==> config.mk <==
export PLATFORM = sky130hd
export DESIGN_NAME = pulse_width_meter
export DESIGN_NICKNAME = d
export VERILOG_FILES = /design/src/rtl/pwm_pkg.sv /design/src/rtl/edge_rise_det.sv /design/src/rtl/pulse_width_meter.sv
export SDC_FILE = /design/constraint.sdc
export NUM_CORES = 1
export LEC_CHECK = 0
export ABC_AREA = 1
export CAP_MARGIN = 20
export CORE_MARGIN = 8
export CORE_UTILIZATION = 59
export DETAILED_ROUTE_END_ITERATION = 8
export GPL_ROUTABILITY_DRIVEN = 0
export PLACE_DENSITY = 0.84
export SETUP_SLACK_MARGIN = 0.1
export SYNTH_ARGS = -nofsm -noshare
export SYNTH_HDL_FRONTEND = slang
export SYNTH_SLANG_ARGS = --single-unit
==> constraint.sdc <==
create_clock -name clk -period 3.76 [get_ports clk]
set_clock_uncertainty 0.1 [all_clocks]
set_input_delay 0.94 -clock clk [delete_from_list [all_inputs] [get_ports clk]]
set_output_delay 0.94 -clock clk [all_outputs]
set_load 0.1 [all_outputs]
==> src/rtl/pwm_pkg.sv <==
// Shared types and constants for the pulse-width meter: FSM state encoding,
// drop-counter width and its saturating increment.
package pwm_pkg;

    typedef enum logic [1:0] {
        IDLE    = 2'd0,
        MEASURE = 2'd1,
        REPORT  = 2'd2
    } state_t;

    localparam int DROP_W = 8;

    function automatic logic [DROP_W-1:0] drop_inc(input logic [DROP_W-1:0] v);
        return (&v) ? v : v + 1'b1;
    endfunction

endpackage

==> src/rtl/edge_rise_det.sv <==
// Rising-edge detector on an already-synchronous strobe. The history register
// resets high so a strobe that is high when reset releases produces no rise.
module edge_rise_det (
    input  logic clk,
    input  logic rst_n,
    input  logic signal_in,
    output logic rise
);

    logic r_sig_q;

    // NOTE: sequential state uses non-blocking assignments so every flop samples pre-edge values.
    always_ff @(posedge clk) begin
        if (!rst_n) begin
            r_sig_q <= 1'b1;
        end else begin
            r_sig_q <= signal_in;
        end
    end

    assign rise = signal_in & ~r_sig_q;

endmodule

==> src/rtl/pulse_width_meter.sv <==
// Measures the high time of each strobe pulse in clk cycles and reports it
// over valid/ready; rises arriving while a result is pending are counted as drops.
module pulse_width_meter
    import pwm_pkg::*;
#(
    parameter int CNT_W     = 16,
    parameter int MIN_WIDTH = 1
) (
    input  logic              clk,
    input  logic              rst_n,
    input  logic              enable,
    input  logic              signal_in,
    output logic [CNT_W-1:0]  meas_width,
    output logic              meas_ovf,
    output logic              meas_valid,
    input  logic              meas_ready,
    output logic [DROP_W-1:0] drop_cnt,
    output logic              busy
);

    localparam logic [CNT_W-1:0] MIN_W_C = CNT_W'(MIN_WIDTH);
    localparam logic [CNT_W-1:0] ONE_C   = CNT_W'(1);

    state_t            r_state;
    state_t            w_state_nxt;
    logic [CNT_W-1:0]  r_cnt;
    logic              r_ovf;
    logic [CNT_W-1:0]  r_meas_width;
    logic              r_meas_ovf;
    logic              r_meas_valid;
    logic [DROP_W-1:0] r_drop_cnt;
    logic              r_busy;

    logic w_rise;
    logic w_start;
    logic w_count;
    logic w_report;
    logic w_ack;
    logic w_drop;

    edge_rise_det u_edge (
        .clk       (clk),
        .rst_n     (rst_n),
        .signal_in (signal_in),
        .rise      (w_rise)
    );

    always_ff @(posedge clk) begin
        if (!rst_n) begin
            r_state <= IDLE;
        end else begin
            r_state <= w_state_nxt;
        end
    end

    // NOTE: every always_comb output gets a default first, so no path can infer a latch.
    always_comb begin
        w_state_nxt = r_state;
        w_start     = 1'b0;
        w_count     = 1'b0;
        w_report    = 1'b0;
        w_ack       = 1'b0;
        w_drop      = 1'b0;
        case (r_state)
            IDLE: begin
                if (w_rise && enable) begin
                    w_state_nxt = MEASURE;
                    w_start     = 1'b1;
                end
            end
            MEASURE: begin
                if (!enable) begin
                    w_state_nxt = IDLE;
                end else if (signal_in) begin
                    w_count = 1'b1;
                end else if (r_cnt >= MIN_W_C) begin
                    w_state_nxt = REPORT;
                    w_report    = 1'b1;
                end else begin
                    w_state_nxt = IDLE;
                end
            end
            REPORT: begin
                // A rise on the accepting edge starts the next measurement instead of dropping.
                if (r_meas_valid && meas_ready) begin
                    w_ack = 1'b1;
                    if (w_rise && enable) begin
                        w_state_nxt = MEASURE;
                        w_start     = 1'b1;
                    end else begin
                        w_state_nxt = IDLE;
                    end
                end else if (w_rise) begin
                    w_drop = 1'b1;
                end
            end
            default: w_state_nxt = IDLE;
        endcase
    end

    always_ff @(posedge clk) begin
        if (!rst_n) begin
            r_cnt        <= '0;
            r_ovf        <= 1'b0;
            r_meas_width <= '0;
            r_meas_ovf   <= 1'b0;
            r_meas_valid <= 1'b0;
            r_drop_cnt   <= '0;
            r_busy       <= 1'b0;
        end else begin
            if (w_start) begin
                r_cnt <= ONE_C;
                r_ovf <= 1'b0;
            end else if (w_count) begin
                if (&r_cnt) begin
                    r_ovf <= 1'b1;
                end else begin
                    r_cnt <= r_cnt + ONE_C;
                end
            end
            if (w_report) begin
                r_meas_width <= r_cnt;
                r_meas_ovf   <= r_ovf;
                r_meas_valid <= 1'b1;
            end else if (w_ack) begin
                r_meas_valid <= 1'b0;
            end
            if (w_drop) begin
                r_drop_cnt <= drop_inc(r_drop_cnt);
            end
            r_busy <= (w_state_nxt != IDLE);
        end
    end

    assign meas_width = r_meas_width;
    assign meas_ovf   = r_meas_ovf;
    assign meas_valid = r_meas_valid;
    assign drop_cnt   = r_drop_cnt;
    assign busy       = r_busy;

endmodule

==> metrics.md, run 1 <==
| Metric | Value |
|---|---|
| Final setup vio count | `0` |
| Post-Syn Area | `2507 sq um` |
| Total power divided by cell area | `289.0 nW/um^2` |
| WP buf/inv | `1` |
| Pins Over Slew Limit | `0` |
| Crit path capture type | `output port` |
| Fillers | `362` |
| Synth cell types | `28` |
| CTS H-Tree Depth | `2` |
| Vias | `2384` |
| Initial antenna violation count | `0` |
| ANT nets after route | `0` |
| Die width | `81.19 microns` |
| Clock transition at the registers of the reported paths | `0.08 ns` |
| CP max FO | `3` |
| Fmax | `0.3532 GHz` |
| Via density | `5.418` |
| Maximum vdd drop | `0.1846 mV` |
| Core area | `4058 sq um` |
| CTS tree | `yes` |
| Root buf cell | `clkbuf_8` |
| Post-layout util | `0.7117` |
| Synth top area share | `0.3752` |
| Grt ovf | `0` |
| First-pass GRT wire length | `9639 microns` |
| Pre-Repair DR Iteration Count | `4` |
| Fin nets | `398` |
| Total power | `0.8346 mW` |
| Port bufs | `31` |
| Req. time, crit path | `2.72 ns` |
| Vias in the first global route | `2155` |
| Cell taking the most area after synthesis | `dfxtp_1` |
| Hold WC Path Type | `reg2reg` |
| Post-synth top flop | `dfxtp_1` |
| Routed wire length per instance | `12.89 microns` |
| Static leakage | `1.092 nW` |
| CP Cell Sequence | `clkdlybuf4s50_1` |
| Cts bufs inserted | `5` |
| HPWL Detailed | `4140 microns` |
| Final hold vios | `0` |
| Clock Sinks | `47` |
| Initial DRC count | `178` |
| Post-cts gate resize count | `0` |
| Fin crit share | `0.7529` |
| Final instance area | `2888 sq um` |
| Tmin final | `2.831 ns` |
| Layout area overhead | `15.17%` |
| Post-CTS Setup Repair Bufs | `0` |
| GRT Total Usage | `0.1796` |
| Routed wire length | `5670 microns` |
| Die area | `6592 sq um` |
| Synthesized area per cell | `6.946 sq um` |
| I/O pins | `32` |
| Clock buffer depth | `2` |
| Post-synthesis sequential element count | `47` |
| Status | `completed` |
| Post-synth EDFFs | `0` |
| Layout cells sized above 1 | `0.1410` |
| Cts hold-fix bufs | `0` |
| Slowest-stage cell, CP | `clkdlybuf4s50_1` |
| Cells after synthesis | `361` |
| Die H | `81.19 microns` |
| DRC errors left | `0` |
| RSZ-0062 raised after global routing | `false` |
| Synth top cells by count | `nand2_1 (93), nor2_1 (48), dfxtp_1 (47)` |
| Min Hold Slack | `0.3839 ns` |
| Top cells by area, synth | `dfxtp_1 (38%), nand2_1 (14%), nor2_1 (7.2%)` |
| Slowest cell delay on critical path | `1.14 ns` |
| Worst skew pair latency | `0.30 ns` |
| Yosys warns | `0` |
| CP delay by family, top | `buffers and inverters` |
| CP Launch Type | `register` |
| Critical path class | `reg2out` |
| Antenna cells | `0` |
| Largest net degree at the start of global routing | `36` |
| Post-placement cell area | `2806 sq um` |
| Ys async rst share | `0` |
| Initial Util | `0.6179` |
| Max Cap Viol | `0` |
| Slew Limit Headroom | `0.3110` |
| Row Count | `23` |
| Setup tns final | `0 ns` |
| Critical path arrival | `1.79 ns` |
| Top-count cell post-synth | `nand2_1` |
| Post-synthesis sequential area ratio | `0.3752` |
| Post-Syn Nets | `370` |
| Worst slew pin tran | `1.031 ns` |
[final timing paths]
path	from	endpoint	slack (ns)	cells after the start
worst max-delay path	meas_valid	meas_valid	0.93	1
worst min-delay path	meas_width[5]	meas_width[5]	0.38	2
worst max register to register	r_cnt[1]	busy	1.33	10
worst min register to register	meas_width[5]	meas_width[5]	0.38	2
[state kept, by name (all words and copies together), names as in the netlist]
name,cells
meas_width,16
r_cnt,16
u_edge.r_sig_q,1
r_state,2
busy,1
meas_valid,1
drop_cnt,8
meas_ovf,1
r_ovf,1
[per-layer routing]
layer	global-route usage	vias up	routed length [microns]	share of wire
met3	0.04525	9	438	0.077
met2	0.2871	79	2563	0.45
met4	0.05536	0	70	0.012
li1	-	1218	-	-
met5	0	-	0	0
met1	0.2318	1078	2598	0.46
[report_power, final]
part           switching [mW]  leakage (nW)  internal (mW)
Sequential            0.00203         0.379          0.499
Clock                   0.157        0.0422          0.131
Combinational          0.0327         0.671         0.0132
[area by class of cell]
| type | instances | area, sq um | share of cell area |
|---|---|---|---|
| clock buffer | 7 | 76.32 | 0.02643 |
| clock inverter | 1 | 5.005 | 0.001733 |
| inverter | 34 | 127.6 | 0.04419 |
| multi-input combinational | 267 | 1363 | 0.4718 |
| sequential | 47 | 940.9 | 0.3258 |
| tap | 50 | 62.56 | 0.02166 |
| timing repair buffer | 34 | 312.8 | 0.1083 |
[cell usage in the layout (no fill, tap or decap), drive strengths merged]
cell type and instances:
a21oi 38, buf 11, clkbuf 7, clkdlybuf4s50 23
clkinv 2, dfxtp 47, ha 4, inv 33
nand2 104, nand3 33, nand4 13, nor2 53
nor3 2, o21ai 9, o31ai 1, xnor2 3
xor2 7
[stage by stage]
stage                     setup WS (ns)  cells
after floorplan                   1.517    361
after global placement            1.106    432
after detailed placement          1.064    432
after CTS                        0.9188    440
after global routing             0.8620    440
final                            0.9290    440
[logic make-up (layout without fill, tap and decap cells)]
family	after synthesis	count (layout)	share of synthesized area
adder cells (fa/ha/maj)	4	4	0.01996
XOR/XNOR	10	10	0.03493
flip-flops	47	47	0.3752
buffers and inverters	47	76	0.08233
AND/OR/NAND/NOR	205	205	0.3638
AO/OA/AOI/OAI	48	48	0.1237
(Power assumes the default switching activity.)
==> run 2, diff against run 1 <==
Settings changed: CORE_UTILIZATION 59 to 50, PLACE_DENSITY 0.84 to 0.76.
Clock period 3.76 ns to 2.44 ns, I/O delays scaled along.
==> run 2 against run 1 <==
Net effect:
- critical path depth increased by 8
- hold slack got worse by 0.015 ns
- via count decreased by 1.0%
- setup slack got worse by 0.55 ns
- register-to-register slack got worse by 0.95 ns
- die area increased by 14%
- sequential power increased by 54%
- first-iteration DRC count increased by 3.9%
- critical path type is now reg2reg
- largest cell class unchanged
==> metrics.md, run 2 (synthesized netlist as in run 1, its figures left out) <==
| Metric | Value |
|---|---|
| Cts hold-fix bufs | `0 (unchanged)` |
| Via density | `5.139 (was 5.418)` |
| Clock buffer depth | `2 (unchanged)` |
| Fillers | `467 (was 362)` |
| Fmax | `0.4843 GHz` |
| Grt ovf | `0 (unchanged)` |
| CP Launch Type | `register (unchanged)` |
| I/O pins | `32 (unchanged)` |
| Largest net degree at the start of global routing | `36 (unchanged)` |
| DRC errors left | `0 (unchanged)` |
| Layout area overhead | `16.97% (was 15.17%)` |
| Die area | `7537 sq um (was 6592 sq um)` |
| Vias | `2359 (was 2384)` |
| Port bufs | `31 (unchanged)` |
| Req. time, crit path | `2.54 ns (was 2.72 ns)` |
| Cts bufs inserted | `5 (unchanged)` |
| Worst r2r src | `r_cnt[0] (was r_cnt[1])` |
| Min Hold Slack | `0.3685 ns (was 0.3839 ns)` |
| Critical path class | `reg2reg (was reg2out)` |
| Die H | `86.82 microns (was 81.19 microns)` |
| Commonest non-fill, non-tap cell in the layout | `nand2_1 (unchanged)` |
| Final setup vio count | `0 (unchanged)` |
| Initial Util | `0.5239 (was 0.6179)` |
| Clock Sinks | `47 (unchanged)` |
| Slew Limit Headroom | `0.7404 (was 0.3110)` |
| CTS tree | `yes (unchanged)` |
| Dpl cells | `451 (was 432)` |
| Final hold vios | `0 (unchanged)` |
| Status | `completed (unchanged)` |
| Worst slew pin tran | `0.3880 ns (was 1.031 ns)` |
| Post-cts gate resize count | `0 (unchanged)` |
| Routed wire length | `5598 microns (was 5670 microns)` |
| Crit path capture type | `register (was output port)` |
| Tmin final | `2.065 ns` |
| Fin nets | `400 (was 398)` |
| Root buf cell | `clkbuf_8 (unchanged)` |
| Vias in the first global route | `2153 (was 2155)` |
| First-pass GRT wire length | `9673 microns (was 9639 microns)` |
| Pins Over Slew Limit | `0 (unchanged)` |
| Post-CTS Setup Repair Bufs | `0 (unchanged)` |
| Area of the multi-input gates | `1363 sq um (unchanged)` |
| Fin crit share | `0.8463` |
| Fin cells | `459 (was 440)` |
| CTS H-Tree Depth | `2 (unchanged)` |
| CP max FO | `24 (was 3)` |
| Maximum vdd drop | `0.4030 mV (was 0.1846 mV)` |
| HPWL Detailed | `4219 microns (was 4140 microns)` |
| Initial antenna violation count | `0 (unchanged)` |
| GRT Total Usage | `0.1567 (was 0.1796)` |
| Row Count | `25 (was 23)` |
| Max Cap Viol | `0 (unchanged)` |
| HP Start | `r_ovf (was meas_width[5])` |
| ANT nets after route | `0 (unchanged)` |
| Total power divided by cell area | `464.1 nW/um^2 (was 289.0 nW/um^2)` |
| Most frequent cells in the layout | `nand2_1 (93), nor2_1 (47), dfxtp_1 (47), nand3_1 (32), buf_4 (29) (was nand2_1 (93), nor2_1 (47), dfxtp_1 (47), nand3_1 (32), inv_1 (28))` |
| Clock transition at the registers of the reported paths | `0.08 ns (about the same)` |
| Register area | `940.9 sq um (unchanged)` |
| Core area | `4786 sq um (was 4058 sq um)` |
| Hold WC Path Type | `reg2reg (unchanged)` |
| Worst Slack Setup Final | `0.3751 ns (was 0.9290 ns)` |
| Routed wire length per instance | `12.20 microns (was 12.89 microns)` |
| Critical path arrival | `2.17 ns (was 1.79 ns)` |
| Initial DRC count | `185 (was 178)` |
| Setup WS pre-CTS | `0.2273 ns (was 1.064 ns)` |
| Pre-Repair DR Iteration Count | `5 (was 4)` |
| Die width | `86.82 microns (was 81.19 microns)` |
| RSZ-0062 raised after global routing | `false (unchanged)` |
| Layout cells sized above 1 | `0.1964 (was 0.1410)` |
| Worst skew pair latency | `0.30 ns (about the same)` |
| Setup tns final | `0 ns (unchanged)` |
| Antenna cells | `0 (unchanged)` |
| Worst setup path start | `r_cnt[0] (was meas_valid)` |
| Static leakage | `1.162 nW (was 1.092 nW)` |
run 2: cell count changes in the layout (fill, tap and decap cells not counted), sizes merged:
cell,delta
clkbuf,+1
clkinv,-1
clkdlybuf4s50,-19
buf,+21
run 2: critical path, cell delays in order, from the launching register on:
cell,delay [ns]
dfxtp_1,0.50
inv_1,0.16
ha_1,0.23
nand3_1,0.08
nor2_1,0.05
nand2_1,0.29
buf_4,0.32
nand3_1,0.10
nand2_1,0.08
nor2_1,0.04
run 2: worst paths after layout:
path,cells past startpoint,slack (ns),to
max,9,0.38,meas_width[13]
min,2,0.37,r_ovf
max reg2reg,9,0.38,meas_width[13]
min reg2reg,2,0.37,r_ovf
run 2: routing by layer:
metal  share of wire  track usage  vias up
met2            0.48       0.2665       73
met3           0.058      0.03686        9
met1            0.45       0.1875     1058
met5               0            0        -
met4           0.015      0.05321        0
li1                -            -     1219
run 2: through the flow:
stage / cell area, sq um / utilization / total power [mW]
after floorplan: 2507 / - / 0.8422
after global placement: 2833 / 0.5919 / 0.8656
after detailed placement: 2833 / 0.5919 / 0.8662
after CTS: 2933 / 0.6128 / 1.378
after global routing: 2933 / 0.6128 / 1.413
final: 2933 / 0.6128 / 1.361
run 2: area by class of cell:
cell class                      count  share of cell area
Clock buffer                        8             0.03413
Inverter                           34             0.04352
Multi-Input combinational cell    267              0.4646
Sequential cell                    47              0.3208
Tap cell                           67             0.02858
Timing Repair Buffer               36              0.1084
run 2: report_power, final:
part           total [mW]  internal [mW]  switching [mW]
Combinational      0.0765         0.0249          0.0517
Sequential          0.772          0.769         0.00276
Clock               0.513          0.259           0.254
